`config.mk`:
```
export PLATFORM = sky130hd
export DESIGN_NAME = piso_tx_ctrl
export DESIGN_NICKNAME = d
export VERILOG_FILES = /design/src/rtl/piso_tx_ctrl.sv
export SDC_FILE = /design/constraint.sdc
export NUM_CORES = 1
export LEC_CHECK = 0
export ABC_AREA = 1
export ABC_CLOCK_PERIOD_IN_PS = 4300
export CAP_MARGIN = 15
export CORE_AREA = 2 2 65 67
export CTS_CLUSTER_SIZE = 10
export DETAILED_ROUTE_END_ITERATION = 6
export DIE_AREA = 0 0 67 69
export DONT_BUFFER_PORTS = 1
export PLACE_DENSITY = 0.45
export RECOVER_POWER = 100
export SETUP_SLACK_MARGIN = 0.3
export SLEW_MARGIN = 20
export SYNTH_ARGS = -nofsm -noshare
export SYNTH_HDL_FRONTEND = slang
export SYNTH_SLANG_ARGS = --single-unit
```
`constraint.sdc`:
```
create_clock -name clk -period 4.3 [get_ports clk]
set_input_delay 0.86 -clock clk [delete_from_list [all_inputs] [get_ports clk]]
set_output_delay 0.86 -clock clk [all_outputs]
set_load 0.01 [all_outputs]
```
`src/rtl/piso_tx_ctrl.sv`:
```
// Sequencing controller for an MSB-first PISO shift register.
// Captures a word over valid/ready and paces load/shift strobes per bit period.
module piso_tx_ctrl #(
    parameter int DW       = 10,
    parameter int BAUD_DIV = 4
) (
    input  logic          clk,
    input  logic          reset,
    input  logic          enb,
    input  logic          in_valid,
    input  logic [DW-1:0] in_data,
    output logic          in_ready,
    output logic [DW-1:0] piso_data,
    output logic          piso_enb,
    output logic          piso_load,
    output logic          piso_shift,
    output logic          bit_valid,
    output logic          busy,
    output logic          done
);

    localparam int DIV_W = (BAUD_DIV > 1) ? $clog2(BAUD_DIV) : 1;
    localparam int BIT_W = $clog2(DW);
    localparam logic [DIV_W-1:0] DIV_LAST = DIV_W'(BAUD_DIV - 1);
    localparam logic [BIT_W-1:0] BIT_LAST = BIT_W'(DW - 1);

    typedef enum logic [1:0] {
        IDLE,
        LOAD,
        SHIFT,
        DONE
    } state_t;

    state_t           state;
    logic [DIV_W-1:0] div_cnt;
    logic [BIT_W-1:0] bit_cnt;
    logic             div_end;
    logic             last_bit;

    assign div_end  = (div_cnt == DIV_LAST);
    assign last_bit = (bit_cnt == BIT_LAST);

    always_ff @(posedge clk) begin
        if (reset) begin
            state     <= IDLE;
            div_cnt   <= '0;
            bit_cnt   <= '0;
            piso_data <= '1;
        end else if (enb) begin
            unique case (state)
                IDLE: begin
                    if (in_valid) begin
                        piso_data <= in_data;
                        state     <= LOAD;
                    end
                end
                LOAD: begin
                    div_cnt <= '0;
                    bit_cnt <= '0;
                    state   <= SHIFT;
                end
                SHIFT: begin
                    if (div_end) begin
                        div_cnt <= '0;
                        if (last_bit) state <= DONE;
                        else          bit_cnt <= bit_cnt + 1'b1;
                    end else begin
                        div_cnt <= div_cnt + 1'b1;
                    end
                end
                DONE: state <= IDLE;
            endcase
        end
    end

    // Strobes decode registered state only; enb gates them so a pause freezes cleanly.
    assign in_ready   = enb && (state == IDLE);
    assign piso_enb   = enb && ((state == LOAD) || (state == SHIFT));
    assign piso_load  = enb && (state == LOAD);
    assign piso_shift = enb && (state == SHIFT) && div_end && !last_bit;
    assign bit_valid  = enb && (state == SHIFT);
    assign busy       = (state != IDLE);
    assign done       = enb && (state == DONE);

endmodule

```
==> impl_table.tex <==
\begin{tabular}{lr}
\hline
Metric & Value \\
\hline
\multicolumn{2}{l}{\textbf{Run status}} \\
Run status & finished clean \\
\multicolumn{2}{l}{\textbf{CTS}} \\
Number of buffers added for setup after CTS & 0 \\
Max H-tree Level & 1 \\
Max Root-Sink Buffers & 2 \\
Clock latency on the worst-skew pair & 0.25 ns \\
TritonCTS buffer count & 3 \\
Clock slew seen by the registers of the worst setup and hold paths & 0.07 ns \\
CTS Root Buffer Type & clkbuf\_8 \\
CTS resizes & 0 \\
Number of sinks on the clock net & 18 \\
Clock tree from TritonCTS & yes \\
Post-CTS Hold Buffers & 0 \\
\multicolumn{2}{l}{\textbf{Critical path}} \\
FF-to-FF path depth & 7 \\
Kind of end point of the critical path & primary output \\
Crit start category & flop \\
Max stage delay on crit path & 0.35 ns \\
Crit Path Class & flop to primary output \\
Worst path buffer plus inverter count & 1 \\
RR Startpoint & state[0]\$\_SDFFE\_PP0P\_ \\
Slowest stage cell, crit path & nor3\_1 \\
CP cell instances & inv\_1, ha\_1, nand2\_1, nor3\_1 \\
Endpoint of the most critical register-to-register path & piso\_data[0]\$\_SDFFE\_PP1P\_ \\
FF-to-FF setup slack & approximately 2.3 ns \\
Crit path DAT & 1.37 ns \\
Critical path's top delay family & simple AND/OR/NAND/NOR gates \\
Number of cells on the critical path & 4 \\
Required arrival time at the worst endpoint & 3.44 ns \\
Origin of the worst setup path & state[0]\$\_SDFFE\_PP0P\_ \\
Biggest fanout along the worst timing path & 4 \\
End point of the critical path & piso\_shift \\
\multicolumn{2}{l}{\textbf{STA}} \\
Fin crit period & 2.228 ns \\
RSZ-0062 raised after global routing & false \\
Relative slew slack & 0.5560 \\
Maximum clock frequency & 448.8 MHz \\
Setup-violating endpoint count in the final report & 0 \\
Portion of the clock cycle consumed by the worst path in the final layout & 0.5182 \\
Sum Neg Setup Slack & 0 ns \\
Layout Skew & 0.002574 ns \\
Final number of max-transition violations & 0 \\
Hold\_ws & roughly 0.48 ns \\
Pin slew with the least headroom to its limit & 0.6635 ns \\
Final-report hold violation count & 0 \\
\multicolumn{2}{l}{\textbf{Logic synthesis}} \\
Parity-gate share of the synthesized area counting xor and xnor cells & 0 \\
Compound-cell area share of the yosys netlist & 0.04090 \\
Post-synthesis area per instance & 6.823 sq um \\
Warnings, synthesis & 0 \\
Adder-cell area share of the yosys netlist & 0.1187 \\
Fraction of the yosys area taken by sequential cells & 0.3799 \\
Combinational family with the most area after synthesis & simple AND/OR/NAND/NOR gates \\
Post-Synthesis Cells & 139 \\
Area of the mapped netlist & around 950 sq um \\
Synthesized Nets & 162 \\
Fraction of synthesized area in multiplexers & 0 \\
Area fraction in and, or, nand and nor cells after synthesis & 0.3654 \\
\#FFs+latches synth & 18 \\
Cell variety after synth & 16 \\
\multicolumn{2}{l}{\textbf{Power and ir drop}} \\
Power per standard cell area & 433.6 nW/um\^{}2 \\
Leak Pwr & 0.5350 nW \\
Total power draw & 0.4514 mW \\
Peak ir drop on the vdd network & 0.2383 mV \\
\multicolumn{2}{l}{\textbf{Drt}} \\
Drt wl/cell & 10.82 um \\
DRC errors left & 0 \\
Post-detailed-routing wire length & 2.066 mm \\
Pre-antenna DRT Iters & 4 \\
Residual antenna-violating net count after detailed routing & 0 \\
Number of violations reported at the end of detailed-routing iteration 0 & 24 \\
Average via count per standard cell & 4.236 \\
Via count & 809 \\
\multicolumn{2}{l}{\textbf{Placement}} \\
Placed wire-length estimate after detailed placement & 1.639 mm \\
Number of input and output port buffers inserted & 0 \\
Routability cong. & 0.7049 \\
\multicolumn{2}{l}{\textbf{Global route}} \\
Number of antenna violations at the first check in global routing & 0 \\
Overall routing resource usage & 0.09480 \\
Overflow left after global routing & 0 \\
Maximum number of pins on one net before global-route repair & 16 \\
Number of global-route vias before repair & 798 \\
Wire length of the first global-routing pass & 3.477 mm \\
\multicolumn{2}{l}{\textbf{Die}} \\
Boundary Pins & 31 \\
Number of rows created at floorplan & 23 \\
Height of the die & 69 um \\
Area enclosed by the die boundary & 4623 sq um \\
Initial Util & 0.2423 \\
Area of the placeable core & 3914 sq um \\
Chip width & 67 um \\
\multicolumn{2}{l}{\textbf{Final layout}} \\
Share of cells above drive strength 1 & 0.04255 \\
Final Core Density & 0.2660 \\
Final net count & 165 \\
Diodes inserted & 0 \\
Fill cell total of the finished layout & around 440 \\
Post-synthesis to final-layout area growth & 9.763\% \\
\multicolumn{2}{l}{\textbf{Hold path}} \\
Min-Delay Path Class & flop to flop \\
\multicolumn{2}{l}{\textbf{Flow run}} \\
Count of max-cap constraint violations & 0 \\
\hline
\end{tabular}
[area by class of cell]
cell class                 instances  area (sq um)  share of cell area
clock buffer                       4         55.05             0.05288
inverter                          21         78.83             0.07572
tap                               50         62.56             0.06010
sequential                        18         360.3              0.3462
multi-input combinational         98         484.2              0.4651
[worst register-to-register path: stages (launching register included)]
cell	delay, ns
dfxtp_1	0.34
inv_1	0.13
ha_1	0.23
nand2_1	0.10
nor2_1	0.52
inv_1	0.33
nand2_1	0.14
nand3_1	0.07
[report_power, final]
group,internal (mW),switching [mW],leakage [nW]
clock,0.0813,0.0592,0.0288
sequential,0.186,0.0213,0.148
combinational,0.0334,0.0703,0.359
total,0.301,0.151,0.535
[metrics by stage]
stage	setup slack, ns	std cells	area, sq um
2_1_floorplan	2.230	139	948.4
5_1_grt	1.946	191	1041
4_1_cts	2.033	191	1055
3_3_place_gp	2.173	187	999.7
6_report	2.072	191	1041
3_5_place_dp	2.166	187	999.7
[logic make-up (layout without fill, tap and decap cells)]
family	count (synthesis)	in the layout
and+or+nand+nor	84	84
buffers and inverters	23	25
DFF	18	18
adders and majority gates	9	9
AOI/OAI and AO/OA	5	5
[synth_stat cells (all sizes together)]
master	instances	share of area
a211oi	1	0.0079
a21oi	3	0.028
buf	1	0.0079
clkbuf	1	0.0040
dfxtp	18	0.38
ha	9	0.12
inv	21	0.083
nand2	45	0.18
nand3	17	0.090
nor2	18	0.074
nor3	2	0.011
o21ai	1	0.0053
or2	2	0.013
[per-layer routing]
metal  share of wire  up-vias  wire length (um)  GRT usage
li1                -      427                 -          -
met1            0.43      350               890     0.1095
met2            0.46       32               948     0.1518
met3            0.11        0               227    0.05220
met4               0        0                 0    0.02041
met5               0        -                 0          0
[flip-flops by register name, indices dropped and copies added (netlist names)]
signal	count
piso_data	10
bit_cnt	4
div_cnt	2
state	2
[worst min-delay path by stage]
stage	startpoint	to	cells after the start
finish	div_cnt[1]$_SDFFE_PP0P_	div_cnt[1]$_SDFFE_PP0P_	2
global route	div_cnt[1]$_SDFFE_PP0P_	div_cnt[1]$_SDFFE_PP0P_	2
detailed placement	div_cnt[1]$_SDFFE_PP0P_	div_cnt[1]$_SDFFE_PP0P_	2
floorplan	div_cnt[0]$_SDFFE_PP0P_	div_cnt[0]$_SDFFE_PP0P_	1
CTS	div_cnt[1]$_SDFFE_PP0P_	div_cnt[1]$_SDFFE_PP0P_	2
global placement	div_cnt[1]$_SDFFE_PP0P_	div_cnt[1]$_SDFFE_PP0P_	2
[cells in the final DEF, fill, tap and decap left out]
| cell type | instances |
|---|---|
| nand2_1 | 45 |
| inv_1 | 19 |
| nor2_1 | 18 |
| dfxtp_1 | 18 |
| nand3_1 | 17 |
| ha_1 | 9 |
| clkbuf_8 | 4 |
| a21oi_1 | 3 |
| nor3_1 | 2 |
| inv_2 | 2 |
| or2_0 | 2 |
| a211oi_1 | 1 |
| o21ai_0 | 1 |
(Power assumes the default switching activity.)
